File: src/rtl/alu_nib_seq_pkg.sv
// Shared types and constants for the nibble-serial ALU sequencer.
// - alu opcode encodings (l=0), request opcodes, correction operands
// - FSM state encoding and the internal operation class
// - helpers: request opcode decode and signed-overflow evaluation
package alu_nib_seq_pkg;

  localparam logic [1:0] ALUOP_NEGA = 2'b00;
  localparam logic [1:0] ALUOP_NEGB = 2'b01;
  localparam logic [1:0] ALUOP_ADD  = 2'b10;
  localparam logic [1:0] ALUOP_SUB  = 2'b11;

  localparam logic [2:0] REQ_ADD = 3'b000;
  localparam logic [2:0] REQ_SUB = 3'b001;
  localparam logic [2:0] REQ_NEG = 3'b010;
  localparam logic [2:0] REQ_RSV = 3'b011;  // behaves as ADD

  // Operand added to a nibble to fold in a carry (+1) or a borrow (-1).
  localparam logic [3:0] CORR_ADD = 4'b0001;
  localparam logic [3:0] CORR_SUB = 4'b1111;

  typedef enum logic [1:0] {
    ST_IDLE,
    ST_MAIN,
    ST_CORR,
    ST_DONE
  } state_e;

  // NEG is folded into SUB at accept time, so only three classes remain.
  typedef enum logic [1:0] {
    CLS_ADD,
    CLS_SUB,
    CLS_LOGIC
  } op_cls_e;

  function automatic op_cls_e decode_op(input logic [2:0] op);
    if (op[2]) return CLS_LOGIC;
    if (op == REQ_SUB || op == REQ_NEG) return CLS_SUB;
    return CLS_ADD;
  endfunction

  // Signed overflow: operands (b inverted for subtraction) agree in sign
  // and the result sign differs from them.
  function automatic logic calc_ovf(input op_cls_e cls, input logic sa,
                                    input logic sb, input logic rmsb);
    logic sbe;
    sbe = (cls == CLS_ADD) ? sb : ~sb;
    return (cls != CLS_LOGIC) && (sa == sbe) && (rmsb != sa);
  endfunction

endpackage

File: src/rtl/alu_nib_seq_if.sv
// Upstream request/response bus of the nibble-serial ALU sequencer.
// master: request producer / response consumer.
// slave : the sequencer.
//   req_valid/req_ready/req_op/req_a/req_b   request handshake + payload
//   rsp_valid/rsp_ready/rsp_res/rsp_zero/rsp_carry/rsp_sign/rsp_ovf   response
interface alu_nib_seq_if #(
  parameter int NIBBLES = 2
) ();

  logic                   req_valid;
  logic                   req_ready;
  logic [2:0]             req_op;
  logic [4*NIBBLES-1:0]   req_a;
  logic [4*NIBBLES-1:0]   req_b;
  logic                   rsp_valid;
  logic                   rsp_ready;
  logic [4*NIBBLES-1:0]   rsp_res;
  logic                   rsp_zero;
  logic                   rsp_carry;
  logic                   rsp_sign;
  logic                   rsp_ovf;

  modport master (
    output req_valid, req_op, req_a, req_b, rsp_ready,
    input  req_ready, rsp_valid, rsp_res, rsp_zero, rsp_carry, rsp_sign, rsp_ovf
  );

  modport slave (
    input  req_valid, req_op, req_a, req_b, rsp_ready,
    output req_ready, rsp_valid, rsp_res, rsp_zero, rsp_carry, rsp_sign, rsp_ovf
  );

endinterface

File: src/rtl/alu_nib_seq_carry_fix.sv
// Carry chaining decision for one nibble pass (combinational).
//   cls_i        operation class of the current request
//   c_i          carry into the current nibble
//   c1_i         registered carry of the main pass of this nibble
//   c2_i         alu carry of the pass being executed right now
//   in_corr_i    1 while executing the correction pass
//   need_corr_o  main pass must be followed by a correction pass
//   c_next_o     carry into the next nibble when the nibble is finished
module alu_nib_seq_carry_fix
  import alu_nib_seq_pkg::*;
(
  input  op_cls_e cls_i,
  input  logic    c_i,
  input  logic    c1_i,
  input  logic    c2_i,
  input  logic    in_corr_i,
  output logic    need_corr_o,
  output logic    c_next_o
);

  // The alu has no carry-in: ADD always runs a+b (carry-in 0) and SUB a+~b+1
  // (carry-in 1). A correction is needed only when the real carry-in differs.
  // A nibble can overflow in the main pass or in the correction, never both,
  // so ADD ORs the two carries; SUB's -1 borrows only when the nibble was 0,
  // so SUB ANDs them.
  always_comb begin
    need_corr_o = 1'b0;
    c_next_o    = 1'b0;
    if (in_corr_i) begin
      c_next_o = (cls_i == CLS_SUB) ? (c1_i & c2_i) : (c1_i | c2_i);
    end else begin
      need_corr_o = ((cls_i == CLS_ADD) && c_i) || ((cls_i == CLS_SUB) && !c_i);
      c_next_o    = (cls_i != CLS_LOGIC) && c2_i;
    end
  end

endmodule

File: src/rtl/alu_nib_seq.sv
// Nibble-serial initiator for an external 4-bit combinational alu.
// Runs 4*NIBBLES-bit ADD/SUB/NEG/logic one nibble per cycle, inserting a
// correction pass whenever a carry/borrow has to be folded into a nibble.
//   clk_i, reset_ni       clock, synchronous active-low reset
//   bus (slave)           request/response handshake bus
//   alu_a_o/alu_b_o       alu operands
//   alu_op_o/alu_l_o      alu ALUOp and logic select
//   alu_r_i, alu_zero_i, alu_carry_i, alu_sign_i   alu results (same cycle)
module alu_nib_seq
  import alu_nib_seq_pkg::*;
#(
  parameter int NIBBLES = 2
) (
  input  logic              clk_i,
  input  logic              reset_ni,
  alu_nib_seq_if.slave      bus,
  output logic [3:0]        alu_a_o,
  output logic [3:0]        alu_b_o,
  output logic [1:0]        alu_op_o,
  output logic              alu_l_o,
  input  logic [3:0]        alu_r_i,
  input  logic              alu_zero_i,
  input  logic              alu_carry_i,
  input  logic              alu_sign_i
);

  localparam int IDXW = (NIBBLES > 1) ? $clog2(NIBBLES) : 1;
  localparam logic [IDXW-1:0] LAST_IDX = IDXW'(NIBBLES - 1);

  typedef logic [NIBBLES-1:0][3:0] nib_vec_t;

  state_e             state_q;
  op_cls_e            cls_q;
  logic [1:0]         lop_q;
  nib_vec_t           a_q, b_q, res_q;
  logic [NIBBLES-1:0] zero_q;
  logic               sign_q;
  logic               c_q, c1_q;
  logic [IDXW-1:0]    idx_q;
  logic               ovf_q;
  logic               req_ready_q;
  logic               rsp_valid_q;
  nib_vec_t           rsp_res_q;
  logic               rsp_zero_q, rsp_carry_q, rsp_sign_q, rsp_ovf_q;

  op_cls_e            req_cls;
  logic               need_corr, c_next;

  assign req_cls = decode_op(bus.req_op);

  assign bus.req_ready = req_ready_q;
  assign bus.rsp_valid = rsp_valid_q;
  assign bus.rsp_res   = rsp_res_q;
  assign bus.rsp_zero  = rsp_zero_q;
  assign bus.rsp_carry = rsp_carry_q;
  assign bus.rsp_sign  = rsp_sign_q;
  assign bus.rsp_ovf   = rsp_ovf_q;

  // alu drive: operand nibbles in MAIN, registered nibble +/-1 in CORR,
  // a quiet ADD of zeros otherwise.
  always_comb begin
    alu_a_o  = 4'h0;
    alu_b_o  = 4'h0;
    alu_op_o = ALUOP_ADD;
    alu_l_o  = 1'b0;
    case (state_q)
      ST_MAIN: begin
        alu_a_o = a_q[idx_q];
        alu_b_o = b_q[idx_q];
        case (cls_q)
          CLS_SUB:   alu_op_o = ALUOP_SUB;
          CLS_LOGIC: begin
            alu_l_o  = 1'b1;
            alu_op_o = lop_q;
          end
          default:   alu_op_o = ALUOP_ADD;
        endcase
      end
      ST_CORR: begin
        alu_a_o = res_q[idx_q];
        alu_b_o = (cls_q == CLS_SUB) ? CORR_SUB : CORR_ADD;
      end
      default: ;
    endcase
  end

  alu_nib_seq_carry_fix u_carry_fix (
    .cls_i       (cls_q),
    .c_i         (c_q),
    .c1_i        (c1_q),
    .c2_i        (alu_carry_i),
    .in_corr_i   (state_q == ST_CORR),
    .need_corr_o (need_corr),
    .c_next_o    (c_next)
  );

  always_ff @(posedge clk_i) begin
    if (!reset_ni) begin
      state_q     <= ST_IDLE;
      cls_q       <= CLS_ADD;
      lop_q       <= 2'b00;
      a_q         <= '0;
      b_q         <= '0;
      res_q       <= '0;
      zero_q      <= '0;
      sign_q      <= 1'b0;
      c_q         <= 1'b0;
      c1_q        <= 1'b0;
      idx_q       <= '0;
      ovf_q       <= 1'b0;
      req_ready_q <= 1'b1;
      rsp_valid_q <= 1'b0;
      rsp_res_q   <= '0;
      rsp_zero_q  <= 1'b0;
      rsp_carry_q <= 1'b0;
      rsp_sign_q  <= 1'b0;
      rsp_ovf_q   <= 1'b0;
    end else begin
      case (state_q)
        ST_IDLE: begin
          if (bus.req_valid && req_ready_q) begin
            cls_q <= req_cls;
            lop_q <= bus.req_op[1:0];
            // NEG runs as 0 - a.
            if (bus.req_op == REQ_NEG) begin
              a_q <= '0;
              b_q <= bus.req_a;
            end else begin
              a_q <= bus.req_a;
              b_q <= bus.req_b;
            end
            idx_q       <= '0;
            c_q         <= (req_cls == CLS_SUB);
            req_ready_q <= 1'b0;
            state_q     <= ST_MAIN;
          end
        end

        ST_MAIN, ST_CORR: begin
          res_q[idx_q]  <= alu_r_i;
          zero_q[idx_q] <= alu_zero_i;
          sign_q        <= alu_sign_i;
          if (state_q == ST_MAIN) c1_q <= alu_carry_i;
          // need_corr is forced low by carry_fix while in CORR.
          if (need_corr) begin
            state_q <= ST_CORR;
          end else begin
            c_q <= c_next;
            if (idx_q == LAST_IDX) begin
              // alu_r_i is the final value of the top nibble here.
              ovf_q   <= calc_ovf(cls_q, a_q[NIBBLES-1][3], b_q[NIBBLES-1][3],
                                  alu_r_i[3]);
              state_q <= ST_DONE;
            end else begin
              idx_q   <= idx_q + IDXW'(1);
              state_q <= ST_MAIN;
            end
          end
        end

        ST_DONE: begin
          // First DONE cycle publishes the result; it then holds until taken.
          if (!rsp_valid_q) begin
            rsp_res_q   <= res_q;
            rsp_zero_q  <= &zero_q;
            rsp_carry_q <= (cls_q != CLS_LOGIC) && c_q;
            rsp_sign_q  <= sign_q;
            rsp_ovf_q   <= ovf_q;
            rsp_valid_q <= 1'b1;
          end else if (bus.rsp_ready) begin
            rsp_valid_q <= 1'b0;
            req_ready_q <= 1'b1;
            state_q     <= ST_IDLE;
          end
        end

        default: state_q <= ST_IDLE;
      endcase
    end
  end

endmodule

File: src/flat_wrapper.sv
// flat-port wrapper written by rule: the top's interface ports become plain ports
module alu_nib_seq_flat import alu_nib_seq_pkg::*;
#(
  parameter int NIBBLES = 2
)
  (clk_i, reset_ni, alu_a_o, alu_b_o, alu_op_o, alu_l_o, alu_r_i, alu_zero_i, alu_carry_i, alu_sign_i, bus_req_valid, bus_req_op, bus_req_a, bus_req_b, bus_rsp_ready, bus_req_ready, bus_rsp_valid, bus_rsp_res, bus_rsp_zero, bus_rsp_carry, bus_rsp_sign, bus_rsp_ovf);
  alu_nib_seq_if #(.NIBBLES(NIBBLES)) bus_i ();
  input  logic clk_i;
  input  logic reset_ni;
  output logic [3:0] alu_a_o;
  output logic [3:0] alu_b_o;
  output logic [1:0] alu_op_o;
  output logic alu_l_o;
  input  logic [3:0] alu_r_i;
  input  logic alu_zero_i;
  input  logic alu_carry_i;
  input  logic alu_sign_i;
  input wire logic [$bits(bus_i.req_valid)-1:0] bus_req_valid;
  input wire logic [$bits(bus_i.req_op)-1:0] bus_req_op;
  input wire logic [$bits(bus_i.req_a)-1:0] bus_req_a;
  input wire logic [$bits(bus_i.req_b)-1:0] bus_req_b;
  input wire logic [$bits(bus_i.rsp_ready)-1:0] bus_rsp_ready;
  output wire logic [$bits(bus_i.req_ready)-1:0] bus_req_ready;
  output wire logic [$bits(bus_i.rsp_valid)-1:0] bus_rsp_valid;
  output wire logic [$bits(bus_i.rsp_res)-1:0] bus_rsp_res;
  output wire logic [$bits(bus_i.rsp_zero)-1:0] bus_rsp_zero;
  output wire logic [$bits(bus_i.rsp_carry)-1:0] bus_rsp_carry;
  output wire logic [$bits(bus_i.rsp_sign)-1:0] bus_rsp_sign;
  output wire logic [$bits(bus_i.rsp_ovf)-1:0] bus_rsp_ovf;
  assign bus_i.req_valid = bus_req_valid;
  assign bus_i.req_op = bus_req_op;
  assign bus_i.req_a = bus_req_a;
  assign bus_i.req_b = bus_req_b;
  assign bus_i.rsp_ready = bus_rsp_ready;
  assign bus_req_ready = bus_i.req_ready;
  assign bus_rsp_valid = bus_i.rsp_valid;
  assign bus_rsp_res = bus_i.rsp_res;
  assign bus_rsp_zero = bus_i.rsp_zero;
  assign bus_rsp_carry = bus_i.rsp_carry;
  assign bus_rsp_sign = bus_i.rsp_sign;
  assign bus_rsp_ovf = bus_i.rsp_ovf;
  alu_nib_seq #(.NIBBLES(NIBBLES)) u_core (.clk_i(clk_i), .reset_ni(reset_ni), .bus(bus_i), .alu_a_o(alu_a_o), .alu_b_o(alu_b_o), .alu_op_o(alu_op_o), .alu_l_o(alu_l_o), .alu_r_i(alu_r_i), .alu_zero_i(alu_zero_i), .alu_carry_i(alu_carry_i), .alu_sign_i(alu_sign_i));
endmodule
File: config.mk
export PLATFORM = sky130hd
export DESIGN_NAME = alu_nib_seq_flat
export DESIGN_NICKNAME = d
export VERILOG_FILES = /design/src/rtl/alu_nib_seq_pkg.sv /design/src/rtl/alu_nib_seq_if.sv /design/src/rtl/alu_nib_seq_carry_fix.sv /design/src/rtl/alu_nib_seq.sv /design/src/flat_wrapper.sv
export SDC_FILE = /design/constraint.sdc
export NUM_CORES = 1
export LEC_CHECK = 0
export CORE_AREA = 3 3 73 75
export DETAILED_ROUTE_END_ITERATION = 7
export DIE_AREA = 0 0 76 78
export PLACE_DENSITY = 0.82
export SLEW_MARGIN = 20
export SYNTH_ARGS = -nofsm -noshare
export SYNTH_HDL_FRONTEND = slang
export SYNTH_SLANG_ARGS = --single-unit
File: constraint.sdc
create_clock -name clk_i -period 2.6 [get_ports clk_i]
set_input_delay 0.26 -clock clk_i [delete_from_list [all_inputs] [get_ports clk_i]]
set_output_delay 0.26 -clock clk_i [all_outputs]
set_load 0.1 [all_outputs]
# == Yosys cells after proc, flatten, opt, wreduce, memory -nomap -nowiden ==
# Index checks and enable logic that the tools add are counted.
# totals
out_inout_bits,25
reg_bits,51
inputBits,30
word_cells,120
# classes
n_mux,50
add_sub_neg,1
n_eq_ne,15
bitwise,5
n_lt_le_gt_ge,2
n_reduce_logical,24
# op_table
op,count
$mux 4,8
$mux 2,10
$mux 1,19
$mux 8,2
$pmux 4 s2,2
$reduce_and 3->1,3
$bwmux 8,1
$logic_and 1x1->1,8
$reduce_and 2->1,4
$eq 2x1->1 const B,3
$eq 2x2->1 const B,3
$ne 2x2->1 const B,3
$pmux 1 s2,3
$pmux 2 s3,1
$demux 4 s1,1
$logic_not 2->1,2
$ne 2x1->1 const B,2
$pmux 2 s2,1
$reduce_and 4->1,1
$reduce_bool 2->1,2
$eq 3x1->1 const B,1
$eq 3x2->1 const B,1
$not 1->1,3
$bwmux 2,1
other kinds (11),12

# == Depth between registers and ports, before layout ==
# depth
depth_word,9
mapped_depth,7
mapped_depth_nobuf,6

# == Hierarchy ==
# From an unflattened synthesis, not the netlist that was laid out.
# unflattened
hier_cells,301
hier_area_um2,2503.7
# by_module_without_submodules
module,instances,seq_area_each_um2,area_each_um2,cells_per_inst
alu_nib_seq,1,1021.0,2444.8,293
alu_nib_seq_carry_fix,1,0.0,58.8,8

# == Worst setup path before layout ==
# OpenSTA, ideal clock, no wires.
# synth_timing
path_type,register to output
from,register u_core.state_q[0]
to,output alu_b_o[1]
path_stages_with_launch,6
path_buffers,1
path_slack_ps,-130
required_ps,2340
arrival_time_ps,2470
path_cell_list,dfxtp_1 inv_1 ha_1 inv_1 buf_2 a21oi_1
# synth_between
elab_chain_cells,2
elab_cells_between_ends,3
cone_classes,eq/ne (2); mux (1)
# synth_rtl
item,line_no,text
from (decl),alu_nib_seq.sv:32,state_e state_q;
from (signal assigned),alu_nib_seq.sv:99,state_q <= ST_IDLE;
from (signal assigned),alu_nib_seq.sv:135,state_q <= ST_MAIN;
from (signal assigned),alu_nib_seq.sv:146,state_q <= ST_CORR;
$eq 2x2->1 / $eq 2x1->1 (equally long branches),alu_nib_seq.sv:66,case (state_q)
$pmux 4 s2 (*),alu_nib_seq.sv:66,
to (decl),flat_wrapper.sv:11,output logic [3:0] alu_b_o;
# Mark *: on every way between the ends. The rest lies on a longest branch, timed or not.

# == Worst setup path in the final report ==
# Same ends and word-level chain as after synthesis.

==> metrics.md <==
| Metric | Value |
|---|---|
| Outcome | `finished, final reports clean` |
| CP Cell Sequence | `inv_1 -> ha_1 -> inv_1 -> a21oi_1 -> buf_12` |
| Wirelength per Cell | `13.8 microns` |
| Post-route DRC | `0` |
| Sw frac | `0.314` |
| Crit path max fanout | `11` |
| Nets@finish | `371` |
| IO Pins | `55` |
| Reg clk slew, reported paths | `0.09 ns` |
| Grt total ovfl | `0` |
| Worst slew pin tran | `0.745 ns` |
| TritonCTS Buffers | `5` |
| Post-synth ARST share | `0` |
| CP max stage cell | `ha_1` |
| Syn avg cell area | `8.90 sq um` |
| Crit end category | `primary output` |
| Die X | `76 microns` |
| Pwr per Cell Area | `550 nW/um^2` |
| Critical path arrival | `1.97 ns` |
| Largest net degree at the start of global routing | `25` |
| Yosys top cell area share | `0.408` |
| Util after Layout | `0.687` |
| Endpoints failing setup | `0` |
| Post-CTS Hold Buffers | `0` |
| Period minus WS final | `2.23 ns` |
| Core area | `4720 sq um` |
| Flip-flop and latch area | `1020 sq um` |
| GRT Util Overall | `0.200` |
| Flop pwr share | `0.489` |
| Routability Congestion | `0.810` |
| Die ar. | `5930 sq um` |
| Num rows | `25` |
| Die Y | `78 microns` |
| Resized cells post-CTS | `0` |
| Psw | `0.560 mW` |
| Routed vias | `2123` |
| Dpl hpwl | `4130 microns` |
| Setup TNS | `0 ns` |
| CP peak stage delay | `0.41 ns` |
| H-tree Lvls | `2` |
| Initial core utilization | `0.529` |
| Crit share post-route | `0.858` |
| Area after DPL | `3150 sq um` |
| CTS tree | `built` |
| Maximum Capacitance Violations | `0` |
| Worst ir drop on vdd | `0.000309 V` |
| Internal | `1.22 mW` |
| Post-synth cell types | `34` |
| Vias per cell | `5.29` |
| Final wirelength | `5520 microns` |
| Final slew viol count | `0` |
| Slew margin rel. | `0.502` |
| Synth warn | `0` |
| Worst Clk Skew | `0.00555 ns` |
| Startpoint types | `flip-flop` |
| Largest cells by area after synthesis | `dfxtp_1 41%, nand2_1 7.4%, mux2i_1 6.8%, a21boi_0 6.3%, mux2_2 5.4%` |
| Hold Path Class | `reg2reg` |
| Leakage | `1.28 nW` |
| Detailed Route Iter0 Violations | `126` |
| Post-synth top flop | `dfxtp_1` |
| Sequential-to-total area share from yosys stat | `0.408` |
| FMAX | `0.448 GHz` |
| Pre-Repair DR Iteration Count | `4` |
| RSZ-0062 raised after global routing | `false` |
| # port buffers | `54` |
| Comb pwr share | `0.251` |
| Final hold viol count | `0` |
| Post-synth net total | `319` |
| Crit Path Class | `reg2out` |
| Synthesized instance count | `281` |
| Area of the multi-input gates | `1390 sq um` |
| Most common cell in the netlist | `dfxtp_1` |
| CP Data Required Time | `2.34 ns` |
| Vias in the first global route | `2131` |
| Post-synth EDFFs | `0` |
| Post-CTS setup buffers | `0` |
| Clock buffer depth | `2` |
| Final ANT Viol Nets | `0` |
| Worst-skew pair later-pin latency | `0.31 ns` |
| Yosys reg bits | `51` |
| Antenna Cells | `0` |
| Most common cell on crit path | `inv_1` |
| Fillcell total | `399` |
| Layout area overhead | `29.7%` |
| First-pass GRT wire length | `9700 microns` |
| Synth Cell Area | `2500 sq um` |
| Fraction of layout cells with a size suffix above 1 | `0.168` |
| Clk pwr share | `0.260` |
| Non-Filler Cell Area, Final | `3240 sq um` |
| Initial antenna violation count | `0` |
| Clock root cell | `clkbuf_8` |
| Synth area leader | `dfxtp_1` |
| Num Clock Sinks | `51` |
| Post-synth top cells | `51 x dfxtp_1, 49 x nand2_1, 21 x a21boi_0` |
-- layout make-up --
type | count | area share
Sequential cell | 51 | 0.315
Clock inverter | 3 | 0.00617
Inverter | 7 | 0.00810
Tap cell | 67 | 0.0258
Timing Repair Buffer | 62 | 0.197
Multi-Input combinational cell | 206 | 0.427
Clock buffer | 5 | 0.0212
-- power by group through the flow --
stage	Combinational, mW	Sequential [mW]	Clock [mW]
finish	0.448	0.873	0.464
global route	0.493	0.879	0.506
CTS	0.449	0.871	0.471
detailed placement	0.447	0.889	0
global placement	0.440	0.886	0
floorplan	0.296	0.893	0
-- metal layers --
layer | up-vias | wire [microns] | track usage
met2 | 54 | 2630 | 0.332
met5 | - | 0 | 0
met3 | 7 | 244 | 0.0394
li1 | 1074 | - | -
met4 | 0 | 79 | 0.0761
met1 | 988 | 2560 | 0.258
-- flip-flops by register name, summed over array words and instances, names as in the netlist, 2 cells and up --
register,cells
u_core.cls_q,2
u_core.state_q,2
u_core.zero_q,2
u_core.lop_q,2
u_core.res_q,8
u_core.bus.rsp_res,8
u_core.b_q,8
u_core.a_q,8
-- layout by cell type (no fill, tap or decap), types with 5 or more instances in the layout --
cell | netlist | layout
dfxtp_1 | 51 | 51
mux2_2 | 12 | 12
a21oi_1 | 10 | 10
o21ai_0 | 6 | 6
buf_12 | 0 | 8
a22oi_1 | 12 | 12
ha_1 | 8 | 8
nor2_1 | 12 | 12
a21boi_0 | 21 | 21
nand2_1 | 49 | 49
nor2b_1 | 19 | 19
nand3_1 | 8 | 8
clkdlybuf4s50_1 | 0 | 29
inv_1 | 7 | 7
clkbuf_8 | 0 | 5
buf_4 | 0 | 25
mux2i_1 | 17 | 17
o211a_1 | 9 | 9
-- final timing paths --
kind                           start                 end  slack, ns  depth (start not counted)
hold reg to reg   u_core.bus.rsp_ovf  u_core.bus.rsp_ovf       0.47                          2
hold / removal    u_core.bus.rsp_ovf  u_core.bus.rsp_ovf       0.47                          2
setup / recovery   u_core.state_q[0]          alu_b_o[1]       0.37                          5
setup reg to reg   u_core.state_q[0]     u_core.res_q[0]       0.66                          6
-- cells by family (layout without fill, tap and decap cells) --
group,count (synthesis),after routing,share of synthesized area
buf+inv,24,77,0.0375
xor+xnor,2,2,0.00701
mux,29,29,0.122
flops,51,51,0.408
simple gates,100,100,0.188
fa+ha+maj,8,8,0.0400
compound gates,67,67,0.197
-- stage by stage --
step / power, mW / setup slack (ns) / hold WS [ns] / cells
6_report: 1.78 / 0.368 / 0.470 / 401
5_1_grt: 1.88 / 0.211 / 0.493 / 401
4_1_cts: 1.79 / 0.357 / 0.475 / 401
3_5_place_dp: 1.34 / 0.689 / 0.462 / 393
3_3_place_gp: 1.33 / 0.753 / 0.455 / 393
2_1_floorplan: 1.19 / -0.130 / 0.398 / 281
-- critical path: cells and delay by family (launching register included) --
kind	cells	cell delay, ns
flops	1	0.39
buf+inv	3	0.56
fa+ha+maj	1	0.41
compound gates	1	0.30
Note: power is estimated with default switching activity, not from simulation.
